--- src/rtl/pgr_word2byte_tx.sv ---
// Word-to-byte serializer feeding a UART transmitter: accepts a W-bit word and emits
// data_in_len+1 bytes with registered outputs. Define PGR_W2B_MSB_FIRST_EN for MSB-first order.
module pgr_word2byte_tx #(
   parameter  int W  = 32,
   localparam int NB = ($clog2(W / 8) < 1) ? 1 : $clog2(W / 8)
) (
   input  logic          clk,
   input  logic          rst_n,
   input  logic          data_in_valid,
   input  logic [W-1:0]  data_in,
   input  logic [NB-1:0] data_in_len,
   output logic          data_in_ready,
   output logic [7:0]    data_out,
   output logic          data_out_valid,
   input  logic          data_out_ready,
   output logic          data_out_last,
   output logic          busy
);

   typedef enum logic {IDLE, SEND} state_t;

   state_t        state;
   logic [W-1:0]  word_q;
   logic [NB-1:0] remaining;
   logic [NB-1:0] index;
   logic          accept;

   // Byte k of a word; an index past the last byte yields zero rather than wrapping.
   function automatic logic [7:0] pick(input logic [W-1:0] w, input logic [NB-1:0] k);
      pick = 8'h00;
      for (int i = 0; i < W / 8; i++) begin
         if (k == NB'(i)) begin
`ifdef PGR_W2B_MSB_FIRST_EN
            pick = w[W-8-8*i +: 8];
`else
            pick = w[8*i +: 8];
`endif
         end
      end
   endfunction

   assign data_in_ready = ~data_out_valid | (data_out_ready & (remaining == '0));
   assign accept        = data_in_valid & data_in_ready;
   assign busy          = data_out_valid;

   // NOTE: the word register is pure datapath, only read after a load, so it carries no reset.
   always_ff @(posedge clk) begin
      if (accept) word_q <= data_in;
   end

   // NOTE: all sequential state uses non-blocking assignments so every register samples
   // pre-edge values regardless of statement order.
   always_ff @(posedge clk or negedge rst_n) begin
      if (!rst_n) begin
         state          <= IDLE;
         data_out       <= 8'h00;
         data_out_valid <= 1'b0;
         data_out_last  <= 1'b0;
         remaining      <= '0;
         index          <= '0;
      end else if (accept) begin
         // Covers both a load from IDLE and the no-bubble reload after the final byte.
         state          <= SEND;
         data_out       <= pick(data_in, '0);
         data_out_valid <= 1'b1;
         data_out_last  <= (data_in_len == '0);
         remaining      <= data_in_len;
         index          <= '0;
      end else begin
         case (state)
            SEND: begin
               if (data_out_ready) begin
                  if (remaining != '0) begin
                     data_out      <= pick(word_q, index + NB'(1));
                     data_out_last <= (remaining == NB'(1));
                     remaining     <= remaining - NB'(1);
                     index         <= index + NB'(1);
                  end else begin
                     state          <= IDLE;
                     data_out_valid <= 1'b0;
                     data_out_last  <= 1'b0;
                  end
               end
            end
            default: begin
               data_out_valid <= 1'b0;
               data_out_last  <= 1'b0;
            end
         endcase
      end
   end

endmodule

--- config.mk ---
export PLATFORM = sky130hd
export DESIGN_NAME = pgr_word2byte_tx
export DESIGN_NICKNAME = d
export VERILOG_FILES = /design/src/rtl/pgr_word2byte_tx.sv
export SDC_FILE = /design/constraint.sdc
export NUM_CORES = 1
export LEC_CHECK = 0
export CORE_MARGIN = 5
export CORE_UTILIZATION = 48
export DETAILED_ROUTE_END_ITERATION = 7
export PLACE_DENSITY = 0.76
export SYNTH_ARGS = -nofsm -noshare
export SYNTH_HDL_FRONTEND = slang
export SYNTH_SLANG_ARGS = --single-unit
--- constraint.sdc ---
create_clock -name clk -period 2.2 [get_ports clk]
set_input_delay 0.33 -clock clk [delete_from_list [all_inputs] [get_ports clk]]
set_output_delay 0.33 -clock clk [all_outputs]
set_load 0.03 [all_outputs]
==> results of run 1 <==
cell type report:
| class | instances | area [µm²] |
|---|---|---|
| Inverter | 12 | 45.0 |
| Clock inverter | 1 | 7.51 |
| Timing Repair Buffer | 55 | 551 |
| Clock buffer | 7 | 96.3 |
| Tap cell | 50 | 62.6 |
| Fill cell | 312 | 1360 |
| Sequential cell | 47 | 1340 |
| Multi-Input combinational cell | 82 | 576 |
what timing repair did:
action | CTS | global route
hold buffers | 0 | 0
resized for setup | 0 | 1
endpoints found under the setup margin | 0 | 1
path summary, 6_finish.rpt:
kind / start / end / slack, ns
max in group asynchronous: rst_n / data_out[1]$_DFFE_PN0P_ / 1.27
setup reg to reg: index[0]$_DFFE_PN0P_ / data_out[3]$_DFFE_PN0P_ / 0.40
setup / recovery: busy$_DFFE_PN0P_ / busy / 0.39
hold / removal: rst_n / busy$_DFFE_PN0P_ / 0.47
hold reg to reg: data_out[7]$_DFFE_PN0P_ / data_out[7]$_DFFE_PN0P_ / 0.49
min in group clk: data_out[7]$_DFFE_PN0P_ / data_out[7]$_DFFE_PN0P_ / 0.49
stage by stage:
| step | setup WS [ns] | utilization | hold slack [ns] | cells | power [µW] |
|---|---|---|---|---|---|
| 6_report | 0.388 | 0.664 | 0.466 | 254 | 3460 |
| 5_1_grt | 0.263 | 0.664 | 0.510 | 254 | 3690 |
| 4_1_cts | 0.0115 | 0.663 | 0.474 | 254 | 3490 |
| 3_5_place_dp | 0.121 | 0.637 | 0.477 | 246 | 2920 |
| 3_3_place_gp | 0.155 | 0.637 | 0.476 | 246 | 2850 |
| 2_1_floorplan | 0.309 | - | 0.0344 | 149 | 2400 |
cell families (layout without fill, tap and decap cells):
logic type,count (synthesis),count (layout),share of synthesized area
multiplexers,4,4,0.0217
adder cells (fa/ha/maj),6,6,0.0372
AND/OR/NAND/NOR,22,22,0.0503
flip-flops,47,47,0.663
buffers and inverters,20,75,0.0515
AO/OA/AOI/OAI,48,48,0.168
XOR/XNOR,2,2,0.00869
cell usage in the layout (no fill, tap or decap), drive strengths merged:
cell,Yosys,layout
a221oi,8,8
nor2b,2,2
clkdlybuf4s50,0,48
dlymetal6s2s,0,1
ha,6,6
edfxtp,32,32
inv,12,12
buf,7,6
o21ai,12,12
mux2i,1,1
dfrtp,15,15
mux2,3,3
clkinvlp,0,1
clkbuf,1,7
a21oi,18,18
a31o,1,1
a21o,1,1
nand2,15,15
nor2,4,4
nand3b,1,1
a21boi,1,1
a221o,7,7
xnor2,2,2
sequential cells by signal (all words and copies together), names as in the netlist:
signal / count
state: 1
remaining: 2
busy: 1
word_q: 32
data_out_last: 1
data_out: 8
index: 2
metal layers:
| layer | wire [µm] | GRT usage | vias to the layer above |
|---|---|---|---|
| li1 | - | - | 657 |
| met1 | 1750 | 0.207 | 648 |
| met2 | 2010 | 0.276 | 40 |
| met3 | 302 | 0.0547 | 3 |
| met4 | 30 | 0.0415 | 0 |
| met5 | 0 | 0 | - |
where the power goes:
group	switching [µW]	internal (µW)	total, µW
Clock	280	286	565
Sequential	127	1230	1360
Combinational	852	683	1530
==> results.txt, run 1 <==
* Deepest level of the CTS H-tree: 2
- With fillers left out, the area of the finished cells amounts to 2670 µm².
* Io pins: 50
- Yosys mapped the design onto 26 distinct sky130hd cell types.
- In this design, the stage delay of the slowest critical-path cell is 0.71 ns.
* Largest area contributor in the netlist: sky130_fd_sc_hd__edfxtp_1
* Number of buffers inserted during clock tree synthesis: 5
- Routability cong.: 0.809
* Aggregate negative setup slack: 0 ns
- By count the netlist is led by 32 x sky130_fd_sc_hd__edfxtp_1, 18 x sky130_fd_sc_hd__a21oi_1, 15 x sky130_fd_sc_hd__dfrtp_1.
- Of the synthesized area, sequential elements account for 0.663.
- Area of the die: 5600 µm²
- FMAX: 552 MHz
- Slew margin rel.: 0.504
- Clock skew on the completed layout was measured at 0.00734 ns.
* Final Slew Violations: 0
- Max Buffers Root-to-Sink: 2
- Post-CTS Repair Setup Buffers: 0
* Cell types occupying the most area after synthesis: sky130_fd_sc_hd__edfxtp_1 48%, sky130_fd_sc_hd__dfrtp_1 19%, sky130_fd_sc_hd__a21oi_1 4.5%, sky130_fd_sc_hd__ha_1 3.7%, sky130_fd_sc_hd__a221o_1 3.5%
- Proportion of layout cells with a drive suffix above 1: 0.113
- For this run, the total global-route usage over all layers was measured as 0.165.
* Cell with the most instances after synthesis: sky130_fd_sc_hd__edfxtp_1
- Number of enable flip-flop cells after synthesis: 32
* TritonCTS Sinks: 47
- Start-to-end type of the worst setup path: reg -> out
* Warnings from Yosys: 0
* Mean instance size in the synthesized netlist: 13.5 µm²
* Post-Syn Area: 2020 µm²
* Initial antenna violation count: 0
- Number of buffer and inverter instances along the worst setup path: 1
* Antenna diode instance count: 0
- In this run the number of cells on the critical path is 1.
- Cell area reported after detailed placement: 2570 µm²
- The share of synthesized area in the top cell type comes to 0.477.
- Final worst-path cycle share: 0.824
- Number of hold-slack violations in the final timing report: 0
- The number of global-route vias before repair was 1467.
- For this run, the detailed router's first-pass iteration total came to 6.
- The worst setup path is captured at an output port.
* Outcome: completed
- Arrival time at the worst endpoint: 1.48 ns
- Cell-by-cell trace of the critical path: clkdlybuf4s50_1
* Cell family with the largest share of critical-path delay: buffers and inverters
- RSZ-0062 raised after global routing: false
- For this design, the slowest cell found on the critical path is sky130_fd_sc_hd__clkdlybuf4s50_1.
* Number of flip-flops and latches in the synthesized netlist: 47
* Routed via count divided by cell count: 5.31
* Setup violators final: 0
- At the later pin of the worst-skew pair, clock insertion delay measures 0.30 ns.
- During placement, the flow inserted port buffers numbering 49.
- The total area inside the core boundary comes to 4030 µm².
* Max-capacitance violation count: 0
- Standard-cell row count: 23
- Number of remaining DRC errors: 0
- In this run the power density over the cells is 1290 nW/µm².
- Summed over all layers, the routed wires come to 4090 µm.
* Synthesized instance count: 149
- Clock root buffer master: sky130_fd_sc_hd__clkbuf_8
- The number of nets handed over by synthesis was 193.
* Vert. Die Dim: 74.8 µm
* Leakage power: 0.00103 µW
- Period minus WS final: 1.81 ns
- Detailed placement ended at an HPWL of 2950 µm.
- Counting cells, the worst reg-to-reg path comes to 6.
* CTS clock-pin slew for the worst setup and hold paths: 0.09 ns
- Total global routing overflow: 0
- Required time of the critical path: 1.87 ns
- Clock tree from TritonCTS: yes
- For the pin with the worst max-slew slack, the measured transition is 0.741 ns.
* Synth Flop Type: sky130_fd_sc_hd__edfxtp_1
- In the final routed layout, each cell accounts on average for 16.1 µm.
- Critical path fanouts, max: 6
* Starting density of the core: 0.500
- The worst hold path belongs to the class in -> async.
* Global-route wire length before repair: 6870 µm
- Starting DRC count in detailed routing: 105
* Remaining antenna violation count: 0
- Routed via count: 1348
- In the synthesized netlist the async set-or-reset flop fraction comes to 0.319.
- For this run, the post-layout net count is 247.
- Entering global routing, the biggest net connects 33 pins.
* Startpoint types: flip-flop
- Signed area change from the synthesized netlist to the final layout: 32.7%
- Across the VDD grid, the largest voltage drop is 0.000676 V.
- Width of the die: 74.8 µm
No activity file was read; power rests on OpenSTA's default activity.
==> run 2, diff against run 1 <==
- CORE_UTILIZATION: 48 -> 44
- PLACE_DENSITY: 0.76 -> 0.73
- clock period: 2.2 -> 1.5 ns (I/O delays scaled with it)
==> run 2 against run 1 <==
The flow now finishes with violations (setup timing). Highest routed layer unchanged. Sequential share of layout area shrank 6.1 points. Sequential power rose by 49%. Count of clock-buffer cells in the layout fell by 2. Die area rose by 7.9%. Register-to-register slack got worse by 0.48 ns. Final cell count up 9.4%.
==> results.txt, run 2 (synthesis gave the netlist of run 1 again) <==
- Final worst-path cycle share: 1.05
- GRT Util Overall: 0.165
- Worst setup slack before clock tree synthesis: -0.145 ns
- Internal power of the cells: 3980 µW
* Delay contributed by the slowest stage of the critical path: 0.41 ns
* Power per standard cell area: 2030 nW/µm²
* IR drop worst, VDD: 0.00142 V
* Slew margin rel.: 0.790
* Startpoint types: flip-flop
* Routability cong.: 0.808
- The initial antenna violation count came to 0.
* Most frequent cells in the layout: 37 x sky130_fd_sc_hd__clkdlybuf4s50_1, 32 x sky130_fd_sc_hd__edfxtp_1, 17 x sky130_fd_sc_hd__buf_4, 16 x sky130_fd_sc_hd__a21oi_1, 14 x sky130_fd_sc_hd__dfrtp_1
- Compared with the post-synthesis result, the final layout area differs by 51.3%.
* Routed via count divided by cell count: 5.31
* Flip-flop count of the largest register, all copies and words added: 32
- The share of total power dissipated in the clock network is 0.178.
- In the final timing run, aggregate negative setup slack is -0.355 ns.
- Proportion of layout cells with a drive suffix above 1: 0.296
- In this run, the number of DRC markers left after iteration 0 of detailed routing was 78.
* Beginning of the worst register-to-register path: index[0]$_DFFE_PN0P_
* Vert. Die Dim: 77.7 µm
* Average wire per standard cell: 17.8 µm
- The die is 77.7 µm wide.
* Start-to-end type of the worst setup path: reg -> reg
- Summing over every cut layer, the via total after detailed routing is 1476.
* Via count of the first global-routing pass: 1585
* Number of hold-slack violations in the final timing report: 0
- The core region is 4410 µm².
- At the end of the flow the core is filled with cells to 0.691.
* Cell family with the largest share of critical-path delay: compound AO/OA/AOI/OAI gates
* Reg-to-reg endpoint: data_out[3]$_DFFE_PN0P_
- The floorplan has 24 rows.
- Global-route wire length before repair: 7800 µm
* Starting density of the core: 0.457
* Total global routing overflow: 0
- Clock tree synthesis inserted a total of 5 buffers.
- After routing the design area is 3050 µm².
* Final Slew Violations: 0
- Counting along the longest clock path gives a buffer depth of 2.
- Setup violators final: 8
- The library cell used most frequently in the layout, excluding fill and tap cells, is sky130_fd_sc_hd__clkdlybuf4s50_1.
- The share of total power dissipated in combinational logic is 0.495.
- The routed design could run at a clock period as short as 1.58 ns.
- The design draws 6180 µW.
- Clk Latency, worst-skew pair: 0.31 ns
- In the post-route analysis, the smallest setup slack over all paths is -0.0791 ns.
* Total half-perimeter wirelength after legalization and detailed placement: 3320 µm
* Leakage power: 0.00122 µW
- Global routing's busiest layer: met2
- Count of fill cells added during filler insertion: 319
- The largest registers in the layout are word_q: 32 flops, data_out: 8 flops.
- CTS clock-pin slew for the worst setup and hold paths: 0.09 ns
* Clock tree from TritonCTS: yes
- The repair_antennas step left the layout with diodes totalling 0.
- Final Routed Wirelength: 4940 µm
- Before antenna repair, the detailed router went through 4 iterations.
* Outcome: finished with violations
- Critical path fanouts, max: 4
* Arrival time at the worst endpoint: 1.78 ns
* Worst Hold Class: in -> async
- The worst setup path is captured at a flip-flop.
* Remaining antenna violation count: 0
- Io pins: 50
- Nets@finish: 269
- GR Layer Usage met3: 0.0475
- Clock skew on the completed layout was measured at 0.00677 ns.
- Setup repair after global routing could not meet its margin everywhere.
* Violated checks: setup timing
* FMAX: 633 MHz
* Clock root buffer master: sky130_fd_sc_hd__clkbuf_8
- word_q holds more flip-flops than any other register.
- Max-cap violations in this run came to 0.
- In this run the number of cells on the critical path is 6.
- Data on the critical path is required at its endpoint by 1.70 ns.
* Cell area reported after detailed placement: 2750 µm²
* Net switching power of the design: 2190 µW
- In this run the number of H-tree levels came out at 2.
* Number of buffer and inverter instances along the worst setup path: 2
* Number of remaining DRC errors: 0
- For flop-to-flop paths, the worst setup slack is -0.08 ns.
* TritonCTS Sinks: 47
* Met2 track demand over resource: 0.262
- Max stage delay cell, worst path: sky130_fd_sc_hd__dfrtp_1
- The share of total power dissipated in sequential elements is 0.327.
* Slew at the pin closest to its max-slew limit: 0.317 ns
* Area of the die: 6030 µm²
- Cell-by-cell trace of the critical path: inv_2, ha_4, buf_6, a221o_1, a221oi_2, o21ai_1
- Total of buffers placed on input and output ports: 49
* Switching share of power: 0.355
* Worst r2r path cells: 6
- For met1 alone, demand over resource in global routing was 0.209.
- Entering global routing, the biggest net connects 33 pins.
-- run 2: changes by cell type in the layout (fill, tap and decap cells not counted), sizes merged --
cell	delta
buf	+22
clkdlybuf4s50	-11
dlygate4sd2	+10
dlymetal6s2s	-1
bufinv	+2
-- run 2: layout make-up --
type | instances | area, µm² | share of cell area
sequential | 47 | 1340 | 0.439
inverter | 12 | 45.0 | 0.0148
tap | 52 | 65.1 | 0.0213
clock inverter | 3 | 67.6 | 0.0222
multi-input combinational | 82 | 691 | 0.227
clock buffer | 5 | 68.8 | 0.0226
timing repair buffer | 77 | 774 | 0.254
-- run 2: metrics by stage --
step                instances  hold slack (ns)
floorplan                 149          -0.0706
global placement          262            0.472
detailed placement        262            0.482
CTS                       274            0.248
global route              278            0.248
finish                    278            0.246
-- run 2: metal layers --
layer / wire length (µm) / part of all wire / up-vias
li1: - / - / 705
met1: 2080 / 0.42 / 705
met2: 2440 / 0.49 / 57
met3: 316 / 0.064 / 9
met4: 105 / 0.021 / 0
met5: 0 / 0 / -
-- run 2: how the worst max path moves through the flow --
stage	start	to	slack [ns]
after floorplan	index[0]$_DFFE_PN0P_	data_out[0]$_DFFE_PN0P_	-0.06
after global placement	data_out_ready	word_q[28]$_DFFE_PP_	-0.1
after detailed placement	data_out_ready	data_out[2]$_DFFE_PN0P_	-0.14
after CTS	index[0]$_DFFE_PN0P_	data_out[7]$_DFFE_PN0P_	-0.07
after global routing	index[0]$_DFFE_PN0P_	data_out[7]$_DFFE_PN0P_	-0.15
final	index[0]$_DFFE_PN0P_	data_out[3]$_DFFE_PN0P_	-0.08
-- run 2: timing repair --
action	in CTS	in global routing
buffers inserted	4	3
pin swaps	4	7
setup endpoints to repair	53	43
resized for setup	24	11
cloned	0	1
hold buffers	0	0
-- run 2: power groups by stage --
stage	Clock, µW	Sequential [µW]	Combinational, µW
final	1100	2020	3060
after detailed placement	0	2030	2720
after global placement	0	2010	2640
after global routing	1170	2060	3290
after floorplan	0	2230	1470
after CTS	1120	2010	2850
